$ cat src/rtl/frame_timing_gen.sv
// frame_timing_gen -- video master timebase for the MC6847X display path.
// Free-running pixel/line counters drive sync, blank/border/viewport
// classification, per-line byte fetch strobes and the character-ROM row
// counter. Every output is registered from the counter state of the previous
// clock, so all outputs share one clock of latency.
//
// Ports:
//   clk, reset_n      pixel clock, asynchronous active-low reset
//   format            0=NTSC, 1=PAL; taken only on the last clock of a frame
//   width             bytes fetched per viewport line (8, 16, else 32)
//   char_rows         rows per character cell minus one
//   hsn, fsn          horizontal / vertical sync, active low
//   active            00=blank, 10=border, 11=viewport
//   fetch_stb         one pulse per byte to fetch, fetch_idx = byte index
//   preload           coincides with the fetch_idx=0 strobe
//   alpha_row         character-ROM row, rowclear pulses when it wraps
//   view_row          viewport line index, 0 outside the viewport
//   line_start        pulse at h_count=0, frame_start at h=0,v=0
//   blink             only with FRAME_TIMING_BLINK_EN: bit 4 of a frame counter
module frame_timing_gen #(
  parameter int H_TOTAL      = 458,
  parameter int H_SYNC       = 28,
  parameter int H_BLANK      = 38,
  parameter int PORT_X       = 129,
  parameter int PORT_W       = 256,
  parameter int V_TOTAL_NTSC = 262,
  parameter int V_TOTAL_PAL  = 312,
  parameter int V_SYNC       = 8,
  parameter int PORT_Y_NTSC  = 63,
  parameter int PORT_Y_PAL   = 88,
  parameter int PORT_H       = 192,
  parameter int PRELOAD_LEAD = 8
) (
  input  logic       clk,
  input  logic       reset_n,
  input  logic       format,
  input  logic [5:0] width,
  input  logic [3:0] char_rows,
  output logic       hsn,
  output logic       fsn,
  output logic [1:0] active,
  output logic       fetch_stb,
  output logic [4:0] fetch_idx,
  output logic       preload,
  output logic [3:0] alpha_row,
  output logic       rowclear,
  output logic [7:0] view_row,
  output logic       line_start,
  output logic       frame_start
`ifdef FRAME_TIMING_BLINK_EN
  ,
  output logic       blink
`endif
);

  localparam int VMAX    = (V_TOTAL_PAL > V_TOTAL_NTSC) ? V_TOTAL_PAL : V_TOTAL_NTSC;
  localparam int HW      = $clog2(H_TOTAL);
  localparam int VW      = $clog2(VMAX);
  localparam int FETCH_X = PORT_X - PRELOAD_LEAD;

  logic [HW-1:0] h_count;
  logic [VW-1:0] v_count;
  logic          fmt_q;
  logic [5:0]    width_q;
  logic [HW:0]   next_x;   // column of the next fetch strobe on this line
  logic [5:0]    fetch_k;  // strobes issued so far on this line

  logic [VW-1:0] v_last_val, port_y;
  logic [VW:0]   port_end;
  logic [HW:0]   step;
  logic          h_last, v_last, vp_line, in_cols, fetch_hit;
  logic [1:0]    act_next;

  always_comb begin
    v_last_val = fmt_q ? VW'(V_TOTAL_PAL - 1) : VW'(V_TOTAL_NTSC - 1);
    port_y     = fmt_q ? VW'(PORT_Y_PAL) : VW'(PORT_Y_NTSC);
    port_end   = {1'b0, port_y} + (VW+1)'(PORT_H);
    h_last     = (h_count == HW'(H_TOTAL - 1));
    v_last     = (v_count == v_last_val);
    vp_line    = (v_count >= port_y) && ({1'b0, v_count} < port_end);
    in_cols    = (h_count >= HW'(PORT_X)) && ({1'b0, h_count} < (HW+1)'(PORT_X + PORT_W));
    case (width_q)
      6'd8:    step = (HW+1)'(PORT_W / 8);
      6'd16:   step = (HW+1)'(PORT_W / 16);
      default: step = (HW+1)'(PORT_W / 32);
    endcase
    // fetch_k caps the count, so next_x running past the line end is harmless
    fetch_hit  = vp_line && (fetch_k < width_q) && ({1'b0, h_count} == next_x);
    act_next   = 2'b10;
    if (v_count < VW'(V_SYNC) || h_count < HW'(H_BLANK)) act_next = 2'b00;
    else if (vp_line && in_cols)                         act_next = 2'b11;
  end

`ifdef FRAME_TIMING_BLINK_EN
  logic [4:0] frame_cnt;
  assign blink = frame_cnt[4];
`endif

  always_ff @(posedge clk or negedge reset_n) begin
    if (!reset_n) begin
      h_count     <= '0;
      v_count     <= '0;
      fmt_q       <= 1'b0;
      width_q     <= 6'd8;
      next_x      <= (HW+1)'(FETCH_X);
      fetch_k     <= '0;
      hsn         <= 1'b0;
      fsn         <= 1'b0;
      active      <= 2'b00;
      fetch_stb   <= 1'b0;
      fetch_idx   <= '0;
      preload     <= 1'b0;
      alpha_row   <= '0;
      rowclear    <= 1'b0;
      view_row    <= '0;
      line_start  <= 1'b0;
      frame_start <= 1'b0;
`ifdef FRAME_TIMING_BLINK_EN
      frame_cnt   <= '0;
`endif
    end else begin
      // counters
      if (h_last) begin
        h_count <= '0;
        v_count <= v_last ? '0 : v_count + 1'b1;
        // format only switches between frames, so a frame never mixes geometries
        if (v_last) fmt_q <= format;
        width_q <= (width == 6'd8 || width == 6'd16) ? width : 6'd32;
        next_x  <= (HW+1)'(FETCH_X);
        fetch_k <= '0;
      end else begin
        h_count <= h_count + 1'b1;
        if (fetch_hit) begin
          next_x  <= next_x + step;
          fetch_k <= fetch_k + 1'b1;
        end
      end

      // registered decode of the pre-edge counter state
      hsn         <= (h_count >= HW'(H_SYNC));
      fsn         <= (v_count >= VW'(V_SYNC));
      active      <= act_next;
      fetch_stb   <= fetch_hit;
      preload     <= fetch_hit && (fetch_k == 6'd0);
      if (h_last)         fetch_idx <= '0;
      else if (fetch_hit) fetch_idx <= fetch_k[4:0];
      // >= rather than == so a char_rows cut below the current row still wraps
      rowclear    <= vp_line && h_last && (alpha_row >= char_rows);
      if (!vp_line)    alpha_row <= '0;
      else if (h_last) alpha_row <= (alpha_row >= char_rows) ? 4'd0 : alpha_row + 4'd1;
      view_row    <= vp_line ? 8'(v_count - port_y) : 8'd0;
      line_start  <= (h_count == '0);
      frame_start <= (h_count == '0) && (v_count == '0);
`ifdef FRAME_TIMING_BLINK_EN
      if (h_count == '0 && v_count == '0) frame_cnt <= frame_cnt + 5'd1;
`endif
    end
  end

endmodule
$ cat config.mk
export PLATFORM = sky130hd
export DESIGN_NAME = frame_timing_gen
export DESIGN_NICKNAME = d
export VERILOG_FILES = /design/src/rtl/frame_timing_gen.sv
export SDC_FILE = /design/constraint.sdc
export NUM_CORES = 1
export LEC_CHECK = 0
export BUFFER_PORTS_ARGS = -buffer_cell sky130_fd_sc_hd__buf_2
export CAP_MARGIN = 15
export CORE_ASPECT_RATIO = 1.25
export CORE_MARGIN = 2
export CORE_UTILIZATION = 61
export CTS_CLUSTER_DIAMETER = 150
export DETAILED_ROUTE_END_ITERATION = 12
export PLACE_DENSITY_LB_ADDON = 0.15
export SYNTH_ARGS = -nofsm -noshare
export SYNTH_HDL_FRONTEND = slang
export SYNTH_SLANG_ARGS = --single-unit
$ cat constraint.sdc
create_clock -name clk -period 4.8 [get_ports clk]
set_clock_uncertainty 0.1 [all_clocks]
set_input_delay 0.48 -clock clk [delete_from_list [all_inputs] [get_ports clk]]
set_output_delay 0.48 -clock clk [all_outputs]
set_load 0.1 [all_outputs]
== Word-level counts from Yosys, hierarchy flattened ==
Cells that the tools add are included.
Word-level totals
  bits in registers: 67
  logic and storage cells: 76
  output and inout port bits: 26
  bits of input ports: 13
Operators by class
  mux-type cells: 18
  eq/ne operators: 8
  magnitude comparators: 10
  add/sub/neg operators: 7
  reductions and logical operators: 16
Operators by type and width (count)
  2-to-1 mux 6 bit: 4
  2-to-1 mux 10 bit: 2
  adder 9 x 1 -> 9 bit, second input constant: 2
  zero test 9 bit: 2
  2-to-1 mux 9 bit: 2
  equality test 6 x 4 -> 1 bit, second input constant: 2
  equality test 6 x 5 -> 1 bit, second input constant: 2
  2-to-1 mux 4 bit: 3
  case mux 6 bit (2 select lines): 1
  adder 10 bit: 1
  equality test 9 x 10 -> 1 bit: 1
  2-to-1 mux 5 bit: 2
  adder 7 x 8 -> 9 bit, second input constant: 1
  equality test 9 bit: 1
  equality test 9 bit, second input constant: 1
  greater-or-equal comparator 9 x 4 -> 1 bit, second input constant: 1
  greater-or-equal comparator 9 x 5 -> 1 bit, second input constant: 1
  greater-or-equal comparator 9 x 7 -> 1 bit: 1
  greater-or-equal comparator 9 x 8 -> 1 bit, second input constant: 1
  logical AND 1 bit: 9
  less-than comparator 9 x 4 -> 1 bit, second input constant: 1
  less-than comparator 9 x 6 -> 1 bit, second input constant: 1
  less-than comparator 9 bit: 1
  less-than comparator 9 bit, second input constant: 1
  14 further kinds: 15

== Longest topological paths before layout ==
  depth after elaboration: 8
  gate-level depth with buffers: 10

== Worst setup path before layout ==
OpenSTA, ideal clock, no wires.
  path kind: register to register
  start: register fmt_q
  end: register next_x[8]
  cell stages (with the launch flop): 8
  data required time: 4622 ps
  arrival: 2255 ps
  buffers on the path: 0
  path slack: 2367 ps
  cell sequence: dfrtp_1 > inv_1 > ha_1 > and4b_4 > a311oi_4 > inv_2 > or4_1 > a21oi_1
Between the ends
  longest elaborated chain between the ends: 7
  elaborated cells on any way between the ends: 8
  classes of those cells: add/sub (1); order compare (2); mux (1); reduce/logical (4)
RTL lines
  from (decl): RTL line 63  | logic fmt_q;
  from (signal assigned): RTL line 127  | if (v_last) fmt_q <= format;
  2-to-1 mux 7 bit (*): RTL line 76  | port_y = fmt_q ? VW'(PORT_Y_PAL) : VW'(PORT_Y_NTSC);
  adder 7 x 8 -> 9 bit: RTL line 77  | port_end = {1'b0, port_y} + (VW+1)'(PORT_H);
  less-than comparator 9 bit: RTL line 80  | vp_line = (v_count >= port_y) && ({1'b0, v_count} < port_end);
  logical AND 1 bit (*): RTL line 80
  logical AND 1 bit (*) (2 in a row): RTL line 88  | fetch_hit = vp_line && (fetch_k < width_q) && ({1'b0, h_count} == next_x);
  nonzero test 2 bit (no source line) (*)
  to (signal assigned): RTL line 105  | next_x <= (HW+1)'(FETCH_X);
  to (signal assigned): RTL line 129  | next_x <= (HW+1)'(FETCH_X);
  to (signal assigned): RTL line 134  | next_x <= next_x + step;
  to (decl): RTL line 65  | logic [HW:0] next_x;
Mark *: on every way between the ends. The rest lies on a longest branch, timed or not.
A chain may end at the register's enable or synchronous reset.

== Final worst setup path ==
  start: register fmt_q
  end: register next_x[7]
The elaborated chain is that of the path after synthesis.

==> run summary <==
The flow ran to the end, and the final reports show no timing, DRC or antenna violations. The total of hold buffers inserted after clock tree synthesis came out at 0. After the first detailed-routing iteration, the DRC count stood at roughly 150. The post-synth net total is roughly 430. The first-pass detailed-route iteration total is 5. The endpoint class of the critical path is a flop. The deepest level of the CTS H-tree came out at 3. The multi-input combinational cells in the finished layout cover a total of 1953 um2. The number of enable flip-flop cells after synthesis came out at 0. The via total after detailed routing came out at a little under 3000. Dividing the detail-routed via count by the number of cells gives 5.822. The HPWL after detailed placement came out at between 5000 and 6000 um. The worst hold path belongs to the class input pin to async pin. The design area is 4189 um2. The placer congestion estimate is roughly 0.84. The cell class contributing the biggest share of worst-path delay is simple AND/OR/NAND/NOR gates. Counting flops and latches in the post-synthesis netlist gives 65. By startpoint and endpoint, the worst setup path is classified as flop to flop.

The floorplan row count is 32. The number of cells produced by synthesis is around 380. The via count of the first global-routing pass is roughly 2800. The netlist area before placement is 3759 um2.

The endpoint required time on the critical path came out at 4960 ps. The signal on the critical path passes through inv_1 -> ha_1 -> and4b_4 -> a311oi_4 -> nand2_1 -> nor4b_2 -> mux2i_1. The most frequently used cell type in the post-synthesis netlist is dfrtp_1.

The count of buffer and inverter cells on the critical path came out at 1. The clock buffer count from CTS came out at 9. The tree built by TritonCTS fans out to 65 sinks. The worst hold margin came out at between 200 and 250 ps. The number of filler instances in the final layout came out at between 400 and 500. The worst vdd rail ir drop is approximately 190 uV. The minimum clock period came out at between 3000 and 4000 ps.

The number of slew-limit violations in the final report is 0. The setup slack at placement is around 1600 ps. Of the synthesized area, sequential elements account for between 40 and 50%.

Summing all flip-flop and latch instances after layout gives between 1500 and 2000 um2. The final antenna diode count came out at 0. Once routing completed, OpenROAD measured the worst setup slack at 1592 ps.

The net count of the finished layout came out at 459. The average wire per cell in the routed design came out at 16.00 um. The count of cell types in the netlist is 60. The number of gates resized after CTS was 0. The clock-pin slew reported for the worst setup and hold paths after clock tree synthesis came out at approximately 70 ps. The initial utilization of the core area, before any placement, comes to between 60% and 70%. The largest fanout of any net on the critical path came out at 27. The area share of the largest cell type after synthesis is 39.28%. The final layout contains routed wiring with a total length of 8095 um. The number of setup violations in the final report is 0.

The number of port buffers came out at 38. Yosys attributes the largest share of cell area to dfrtp_1 (39%), ha_1 (9.3%), dfstp_2 (4.2%). The most used flip-flop cell after synthesis is dfrtp_1. Setup repair after global routing left no endpoint under its margin. The share of flip-flops with an asynchronous set or reset came out at between 90% and 100%. The source-to-sink clock delay at the later pin of the worst-skew pair is 340 ps. The largest stage delay on the critical path came out at about 600 ps.

The horizontal die dimension is ~74 um. The sum of negative setup slack is 0 ps. The placement-stage cell area came out at 3985 um2. The total global routing overflow is 0. The cell depth of the worst flop-to-flop path is 7. The y dimension of the die is ~90 um. The total die area came out at 6810 um2. The overall global routing resource usage came out at about a quarter. The commonest cells after synthesis are dfrtp_1 (59), ha_1 (28), nor2_1 (27). The relative slew slack came out at about 45%. In the routed design, unresolved DRC markers number 0. The number of failing hold endpoints at the final stage is 0.

The post-route fraction of the period consumed by the critical path is between 60% and 70%. The area of the core is slightly above 6000 um2. The number of nets with antenna violations after detailed routing is 0.

The slew at the pin closest to its max-slew limit came out at around 830 ps. The first-pass GRT wire length came out at approximately 13000 um. Among all stages on the critical path, the largest delay is contributed by nand2_1. The endpoint identified for the worst register-to-register timing path is next_x[7]$_DFFE_PN0P_. At the worst endpoint, the arrival time is ~3400 ps. Entering global routing, the biggest net connects 66 pins. The number of placed I/O pins came out at 39. The total power divided by cell area came out at 257.0 nW/um2.

TritonCTS built the clock tree. The leakage dissipation is slightly below 0.002 uW. The fraction of final layout cells with drive strength greater than 1 is between 10% and 20%. Derived from the worst setup path, the maximum achievable clock frequency is 0.3117 GHz. From synthesis to final layout, the design area changed by 11.45%. The tree is rooted in a clkbuf_8.

The synthesized area per cell is ~10 um2. The count of buffers added by post-CTS timing repair for setup is 0. The worst setup path is launched from a flop. dfrtp_1 takes more of the synthesized area than any other cell. The initial antenna violation count is 0. The maximum clock path buffer count is 2. The max-capacitance violation count is 0. The worst-case register-to-register setup slack is 1590 ps.

The worst register-to-register path begins at fmt_q$_DFFE_PN0P_. The number of warnings reported in the yosys synthesis log came out at 0.
flip-flops by register name, summed over array words and instances (netlist names), 2 cells and up:
name and cells:
view_row 8, next_x 8, fetch_k 6, h_count 9, active 2, v_count 9
alpha_row 4, width_q 6, fetch_idx 5
metal layers:
layer	part of all wire, %	global-route usage, %	routed length (um)
met5	0	0	0
met4	1.6	11.01	127
met3	3.0	5.165	241
met2	52	41.15	4243
met1	43	32.40	3483
how the worst max path moves through the flow:
stage          slack, ps               from               endpoint  cells past startpoint
3_5_place_dp        1620  fmt_q$_DFFE_PN0P_  next_x[7]$_DFFE_PN0P_                      7
6_report            1590  fmt_q$_DFFE_PN0P_  next_x[7]$_DFFE_PN0P_                      7
5_1_grt             1370  fmt_q$_DFFE_PN0P_  next_x[7]$_DFFE_PN0P_                      7
3_3_place_gp        1750  fmt_q$_DFFE_PN0P_  next_x[7]$_DFFE_PN0P_                      7
2_1_floorplan       2370  fmt_q$_DFFE_PN0P_  next_x[8]$_DFFE_PN0P_                      7
4_1_cts             1570  fmt_q$_DFFE_PN0P_  next_x[7]$_DFFE_PN0P_                      7
power breakdown:
group	internal, uW	switching [uW]	total [uW]
clock	293	202	495
combinational	11.3	20.6	32.0
sequential	548	1.06	549
placed cells by master (no fill, tap or decap), drive strengths merged, types with 2 or more instances in the layout:
cell	instances
a21boi	2
a21o	3
a21oi	24
a31o	2
a31oi	5
and2	5
and3	5
and4	2
buf	40
bufinv	2
clkbuf	13
dfrtp	59
dfstp	6
fa	2
ha	28
inv	23
nand2	21
nand2b	6
nand3	27
nand3b	3
nand4	5
nand4b	2
nor2	27
nor2b	5
nor3	10
nor4	7
nor4b	2
o211ai	2
o21a	5
o21ai	27
o311ai	2
o31ai	4
or3	2
or4	6
xnor2	12
xor2	11
layout make-up:
cell class	count	area share [%]
sequential	65	39.01
clock inverter	3	1.553
clock buffer	13	3.315
inverter	23	2.061
timing repair buffer	40	4.898
multi-input combinational	277	46.62
tap	85	2.539
kinds of logic after synthesis:
group | share of synthesized area (%)
AND/OR/NAND/NOR | 21.57
AO/OA/AOI/OAI | 13.85
flip-flops | 43.48
buffers and inverters | 4.794
adder cells (fa/ha/maj) | 10.39
XOR/XNOR | 5.359
multiplexers | 0.5659
through the flow:
step                      cells  power (uW)  util [%]
final                       506        1077     69.29
after global routing        506        1116     69.29
after CTS                   506        1084     69.29
after detailed placement    490       592.4     65.91
after global placement      490       591.3     65.91
after floorplan             384       572.7         -
No activity file was read; power rests on OpenSTA's default activity.
